### src/rtl/register_bank_pkg.sv
// Shared constants, types and helpers for the register bank.
package register_bank_pkg;
  localparam int DEF_DATA_WIDTH = 11;
  localparam int WR_CNT_W       = 8;

  typedef logic [DEF_DATA_WIDTH-1:0] word_t;

  // Index width for n entries; never below one bit.
  function automatic int addr_width(input int n);
    return (n <= 2) ? 1 : $clog2(n);
  endfunction
endpackage

### src/rtl/register_bank_entry.sv
// One storage word: sync reset, then clear, then write enable, in that priority.
module register_bank_entry
  import register_bank_pkg::*;
#(
  parameter int DATA_WIDTH = DEF_DATA_WIDTH
) (
  input  logic                  clock,
  input  logic                  bank_reset,
  input  logic                  i_clr,
  input  logic                  i_wr,
  input  logic [DATA_WIDTH-1:0] i_d,
  output logic [DATA_WIDTH-1:0] o_q
);
  logic [DATA_WIDTH-1:0] r_q;

  always_ff @(posedge clock) begin
    if (bank_reset)  r_q <= '0;
    else if (i_clr)  r_q <= '0;
    else if (i_wr)   r_q <= i_d;
  end

  assign o_q = r_q;
endmodule

### src/rtl/register_bank.sv
// General-purpose register set: one write port, one single-entry clear, two async read ports.
// Optional write-through forwarding when REGISTER_BANK_BYPASS_EN is defined.
module register_bank
  import register_bank_pkg::*;
#(
  parameter int   DATA_WIDTH = DEF_DATA_WIDTH,
  parameter int   NUM_REGS   = 8,
  parameter bit   ZERO_REG   = 1'b0,
  localparam int  ADDR_WIDTH = addr_width(NUM_REGS)
) (
  input  logic                  clock,
  input  logic                  bank_reset,
  input  logic                  bank_wr,
  input  logic [ADDR_WIDTH-1:0] wr_addr,
  input  logic [DATA_WIDTH-1:0] bank_in,
  input  logic                  bank_clr,
  input  logic [ADDR_WIDTH-1:0] clr_addr,
  input  logic [ADDR_WIDTH-1:0] rd_addr_a,
  input  logic [ADDR_WIDTH-1:0] rd_addr_b,
  output logic [DATA_WIDTH-1:0] bank_out_a,
  output logic [DATA_WIDTH-1:0] bank_out_b,
  output logic [WR_CNT_W-1:0]   wr_count
);
  logic [NUM_REGS-1:0][DATA_WIDTH-1:0] w_q;
  logic [DATA_WIDTH-1:0]               w_rd_a, w_rd_b;
  logic                                w_wr_ok, w_wr_acc;
  logic [WR_CNT_W-1:0]                 r_wr_count;

  // A write targets real storage: in range and not the hardwired zero entry.
  assign w_wr_ok  = bank_wr && (int'(wr_addr) < NUM_REGS) && !(ZERO_REG && wr_addr == '0);
  assign w_wr_acc = w_wr_ok && !(bank_clr && clr_addr == wr_addr);

  for (genvar g = 0; g < NUM_REGS; g++) begin : g_ent
    if (ZERO_REG && g == 0) begin : g_zero
      assign w_q[g] = '0;
    end else begin : g_reg
      logic w_wr_hit, w_clr_hit;
      assign w_wr_hit  = bank_wr  && (wr_addr  == ADDR_WIDTH'(g));
      assign w_clr_hit = bank_clr && (clr_addr == ADDR_WIDTH'(g));
      register_bank_entry #(.DATA_WIDTH(DATA_WIDTH)) u_ent (
        .clock      (clock),
        .bank_reset (bank_reset),
        .i_clr      (w_clr_hit),
        .i_wr       (w_wr_hit),
        .i_d        (bank_in),
        .o_q        (w_q[g])
      );
    end
  end

  // Out-of-range indices fall through to zero.
  always_comb begin
    w_rd_a = '0;
    w_rd_b = '0;
    for (int i = 0; i < NUM_REGS; i++) begin
      if (rd_addr_a == ADDR_WIDTH'(i)) w_rd_a = w_q[i];
      if (rd_addr_b == ADDR_WIDTH'(i)) w_rd_b = w_q[i];
    end
  end

`ifdef REGISTER_BANK_BYPASS_EN
  logic                  w_fwd;
  logic [DATA_WIDTH-1:0] w_fwd_d;
  assign w_fwd      = w_wr_ok && !bank_reset;
  assign w_fwd_d    = (bank_clr && clr_addr == wr_addr) ? '0 : bank_in;
  assign bank_out_a = (w_fwd && rd_addr_a == wr_addr) ? w_fwd_d : w_rd_a;
  assign bank_out_b = (w_fwd && rd_addr_b == wr_addr) ? w_fwd_d : w_rd_b;
`else
  assign bank_out_a = w_rd_a;
  assign bank_out_b = w_rd_b;
`endif

  always_ff @(posedge clock) begin
    if (bank_reset)                        r_wr_count <= '0;
    else if (w_wr_acc && r_wr_count != '1) r_wr_count <= r_wr_count + 1'b1;
  end

  assign wr_count = r_wr_count;
endmodule
### config.mk
export PLATFORM = sky130hd
export DESIGN_NAME = register_bank
export DESIGN_NICKNAME = d
export VERILOG_FILES = /design/src/rtl/register_bank_pkg.sv /design/src/rtl/register_bank_entry.sv /design/src/rtl/register_bank.sv
export SDC_FILE = /design/constraint.sdc
export NUM_CORES = 1
export LEC_CHECK = 0
export BUFFER_PORTS_ARGS = -buffer_cell sky130_fd_sc_hd__buf_2
export CAP_MARGIN = 10
export CELL_PAD_IN_SITES_DETAIL_PLACEMENT = 0
export CELL_PAD_IN_SITES_GLOBAL_PLACEMENT = 1
export CORE_ASPECT_RATIO = 0.75
export CORE_MARGIN = 10
export CORE_UTILIZATION = 40
export DETAILED_ROUTE_END_ITERATION = 6
export PLACE_DENSITY_LB_ADDON = 0.1
export SYNTH_ARGS = -nofsm -noshare
export SYNTH_HDL_FRONTEND = slang
export SYNTH_SLANG_ARGS = --single-unit
### constraint.sdc
create_clock -name clock -period 4 [get_ports clock]
set_input_delay 0.4 -clock clock [delete_from_list [all_inputs] [get_ports clock]]
set_output_delay 0.4 -clock clock [all_outputs]
set_load 0.02 [all_outputs]
-- Yosys cells after proc, flatten, opt, wreduce, memory -nomap -nowiden
Index checks and enable logic that the tools add are counted.
- add/sub/neg operators: 1
- eq/ne operators: 30
- muxes and demuxes: 16
- reduce and logical (&&, ||, !) cells: 32
- operators by type and width (cell ; count):
    $mux 11 ; 16
    $eq 3x3->1 const B ; 16
    $eq 3x2->1 const B ; 8
    $logic_and 1x1->1 ; 19
    $reduce_or 2->1 ; 8
    $eq 3x1->1 const B ; 4
    $logic_not 3->1 ; 4
    $add 8x1->8 const B ; 1
    $ne 8x8->1 const B ; 1
    $eq 3x3->1 ; 1
    $logic_not 1->1 ; 1
- register bits: 96
- bits of input ports: 27
- word-level logic and storage cells: 88

-- Logic depth before layout (Yosys ltp)
- depth in word-level cells: 9
- depth in mapped cells: 6

-- Hierarchy
A second synthesis with hierarchy kept.
- cell total of the unflattened synthesis: 597
- area, all modules: 5446.5 um^2
- by module, submodules not included (module ; times used ; cells an instance ; area an instance (um^2) ; sequential area each (um^2)):
    register_bank_entry ; 8 ; 36 ; 400.4 ; 220.2
    register_bank ; 1 ; 309 ; 2243.4 ; 160.2

-- Least setup slack after synthesis
No wires, ideal clock.
- kind: input port to output port
- start point: in rd_addr_a[0]
- end point: out bank_out_a[6]
- arrival time: 1.739 ns
- data required time: 3.600 ns
- setup slack: 1.861 ns
- stages: 6
- cell sequence: buf_2 -> buf_2 -> mux4_2 -> nor2_1 -> a21oi_1 -> a21o_1
- word-level cells in the longest chain between the ends: 9
- elaborated cells between the ends (all ways): 16
- RTL lines (what ; RTL line ; text):
    start, declared ; register_bank.sv:18 ; input logic [ADDR_WIDTH-1:0] rd_addr_a,
    $logic_not 3->1 ; register_bank.sv:56 ; if (rd_addr_a == ADDR_WIDTH'(i)) w_rd_a = w_q[i];
    $mux 11 (7 in series) ; register_bank.sv:56 ;
    $mux 11 (*) ; register_bank.sv:56 ;
    end, declared ; register_bank.sv:20 ; output logic [DATA_WIDTH-1:0] bank_out_a,
Every way passes the cells marked *; elsewhere a longest branch is shown, timed or not.

-- Worst setup path in the final report
- start point: in rd_addr_a[1]
- end point: out bank_out_a[10]
The elaborated chain is that of the path after synthesis.

==> qor.txt <==
Maximum frequency from static timing analysis = 0.352 GHz
Worst r2r dst = wr_count[0]
Count of routing violations after the opening detailed-route iteration = 522
Number of buffers inserted for hold repair after clock tree synthesis = 0
Worst slew pin tran = 1.07 ns
Nets in the synthesized netlist = 663
Maximum count of clock buffers along a single path = 2
Worst-case headroom to the max-slew limit = 0.284
Post-synthesis sequential area ratio = 0.376
Most used cell, CP = buf_2
P&R area growth vs syn = 10.5%
CTS buffer count = 9
Design Power = 2140 uW
Mux cell area share after synthesis = 0.169
Endpoints failing hold = 0
Worst clock skew = 0.00404 ns
Register bit count reported by yosys = 96
Core ar. = 0.0124 mm^2
Critical Path Source = rd_addr_a[1]
Share of synthesized cell area in full adder, half adder and majority cells = 0.00244
Worst r2r src = wr_count[0]
Setup fix buffers added after clock tree synthesis = 0
Compound-gate portion of the synthesized area = 0.168
Initial antenna violation count = 0
Num Clock Sinks = 96
Global-route usage over all layers = 0.197
Post-detail-place hpwl = 12500 um
Floorplan row count = 35
Data required time of the worst path = 3.60 ns
Drt first pass iters = 5
Count of buffers inserted at the top-level ports = 56
R2r setup slk = 2.36 ns
Largest voltage drop on the vdd net = 213 uV
DRC violations left = 0
Clock root buffer master = clkbuf_16
Later-pin clock latency in the skew report = 0.34 ns
Chip Width = 151 um
Routed len/inst = 21.8 um
Worst Hold Path EP = g_ent[2].g_reg.u_ent.o_q[0]
TritonCTS clock tree = done
Dominant combinational cell family by area after synthesis = simple AND/OR/NAND/NOR gates
Synth Area in XOR/XNOR = 0.00513
Status = finished, final reports clean
Antenna diodes = 0
Post-synthesis cell count = 635
Largest net degree at the start of global routing = 29
Endpoint arrival time on the critical path = 2.44 ns
Clk pin slew, worst setup/hold paths = 0.06 ns
Starting Density = 0.413
Net count, final = 671
Netlist area before placement = 0.00512 mm^2
Via density = 5.71
Number of max-capacitance violations reported = 0
Largest fanout on the critical path = 24
Number of I/O pins = 57
Summed negative setup slack over all endpoints = 0 ns
Via count of the routed design = 4645
Crit-path cells = buf_2 -> nor2b_1 -> a22oi_1 -> a21oi_1 -> a21o_1 -> buf_2
Startpoint type of the worst setup path = primary input
Stage delay of the slowest cell on the critical path = 0.88 ns
Critical path class = in2out
Prevailing post-synth register cell = dfxtp_1
Final ANT Viol Nets = 0
Proportion of layout cells with a drive suffix above 1 = 0.198
Critical Path Sink Type = output pin
Overflow left after global routing = 0
Slowest library cell on the worst path = nor2b_1
Max-slew violation count = 0
Deepest level of the CTS H-tree = 3
Worst hold slack across all endpoints = 0.383 ns
Simple-gate share of the synthesized area = 0.223
Final period util = 0.711
Via count of the first global-routing pass = 4366
Wire length of the first global-routing pass = 27000 um
YS warnings = 0
Hold WC Path Type = in2reg
Total leakage power = 0.00207 uW
Syn avg cell area = 8.06 um^2
Gates resized, CTS repair = 0
Number of failing setup endpoints in the final timing report = 0
Weighted congestion at the end of routability-driven global placement = 0.858
P per Cell Area = 378 mW/mm^2
Worst min-delay path startpoint = bank_in[0]
EDFF count, synth = 0
Unrepaired setup endpoints after global routing = no
Cell depth of the worst flop-to-flop path = 5
Post-synth cell types = 39
Die footprint = 0.0178 mm^2
Share of async-settable or async-resettable flops after synthesis = 0
Clock period minus worst slack = 2.84 ns
Total detailed-routing wirelength = 17700 um
Number of instances on the worst hold path = 3
Die height = 118 um
placed cells by master, fill, tap and decap left out, types with 3 or more instances in the layout:
cell / Yosys / final
a41o_2: 3 / 3
a31o_2: 4 / 4
xnor2_1: 3 / 3
clkbuf_16: 0 / 9
mux2_2: 16 / 16
nor3_1: 3 / 3
buf_2: 11 / 56
mux4_2: 30 / 30
a21o_1: 11 / 11
nor2_1: 26 / 26
nand2_1: 213 / 213
nor2b_1: 9 / 9
nand3_1: 6 / 6
inv_1: 4 / 4
a21oi_1: 102 / 102
nand4_1: 4 / 4
a22oi_1: 10 / 10
nand2b_1: 5 / 5
dfxtp_1: 96 / 96
a221oi_1: 4 / 4
layout make-up:
type | count | area, um^2
well taps | 166 | 208
flip-flops and latches | 96 | 1920
repair buffers | 58 | 295
fillers | 1206 | 6740
clock inverters | 4 | 51.3
clock buffers | 12 | 256
inverters | 4 | 15.0
multi-input cells | 474 | 2910
stage by stage:
| step | util | std cells | worst slack, ns | instance area [um^2] |
|---|---|---|---|---|
| floorplan | - | 635 | 1.86 | 5120 |
| global placement | 0.431 | 798 | 1.29 | 5350 |
| detailed placement | 0.431 | 798 | 1.25 | 5350 |
| CTS | 0.456 | 814 | 1.24 | 5660 |
| global route | 0.456 | 814 | 1.04 | 5660 |
| finish | 0.456 | 814 | 1.16 | 5660 |
flip-flops by register name (all words and copies together), names as in the netlist:
name / cells
g_ent.g_reg.u_ent.o_q: 88
wr_count: 8
metal layers:
| layer | GRT usage | part of all wire | vias to the layer above |
|---|---|---|---|
| met3 | 0.0526 | 0.073 | 17 |
| met2 | 0.296 | 0.45 | 137 |
| li1 | - | - | 2205 |
| met4 | 0.0396 | 0.0099 | 0 |
| met1 | 0.276 | 0.47 | 2286 |
| met5 | 0 | 0 | - |
synthesized netlist by cell type, types with 6 or more instances:
| cell | number | area [um^2] |
|---|---|---|
| buf_2 | 11 | 55.1 |
| a21oi_1 | 102 | 510 |
| mux2_2 | 16 | 180 |
| dfxtp_1 | 96 | 1920 |
| mux4_2 | 30 | 676 |
| a22oi_1 | 10 | 75.1 |
| nand3_1 | 6 | 30.0 |
| clkbuf_2 | 9 | 45.0 |
| nor2b_1 | 9 | 56.3 |
| nand2_1 | 213 | 800 |
| a21o_1 | 11 | 82.6 |
| nor2_1 | 26 | 97.6 |
| clkbuf_1 | 37 | 139 |
logic make-up after synthesis:
family          Yosys count
compound gates          146
xor+xnor                  3
fa+ha+maj                 1
buf+inv                  65
flops                    96
mux                      47
simple gates            277
critical path, delay by kind of cell:
kind	cells	cell delay, ns
AND/OR/NAND/NOR	1	0.88
AO/OA/AOI/OAI	3	0.52
buffers and inverters	2	0.63
where the power goes:
part	leakage [uW]	switching, uW	total, uW	internal (uW)
registers	0.000776	19.3	995	975
logic	0.00115	172	254	82.0
clock network	0.000149	370	891	521
worst max path at each step:
| stage | slack (ns) | endpoint |
|---|---|---|
| after floorplan | 1.86 | bank_out_a[6] |
| after global placement | 1.29 | bank_out_a[2] |
| after detailed placement | 1.25 | bank_out_a[1] |
| after CTS | 1.24 | bank_out_a[1] |
| after global routing | 1.04 | bank_out_a[6] |
| final | 1.16 | bank_out_a[10] |
Note: power is estimated with default switching activity, not from simulation.
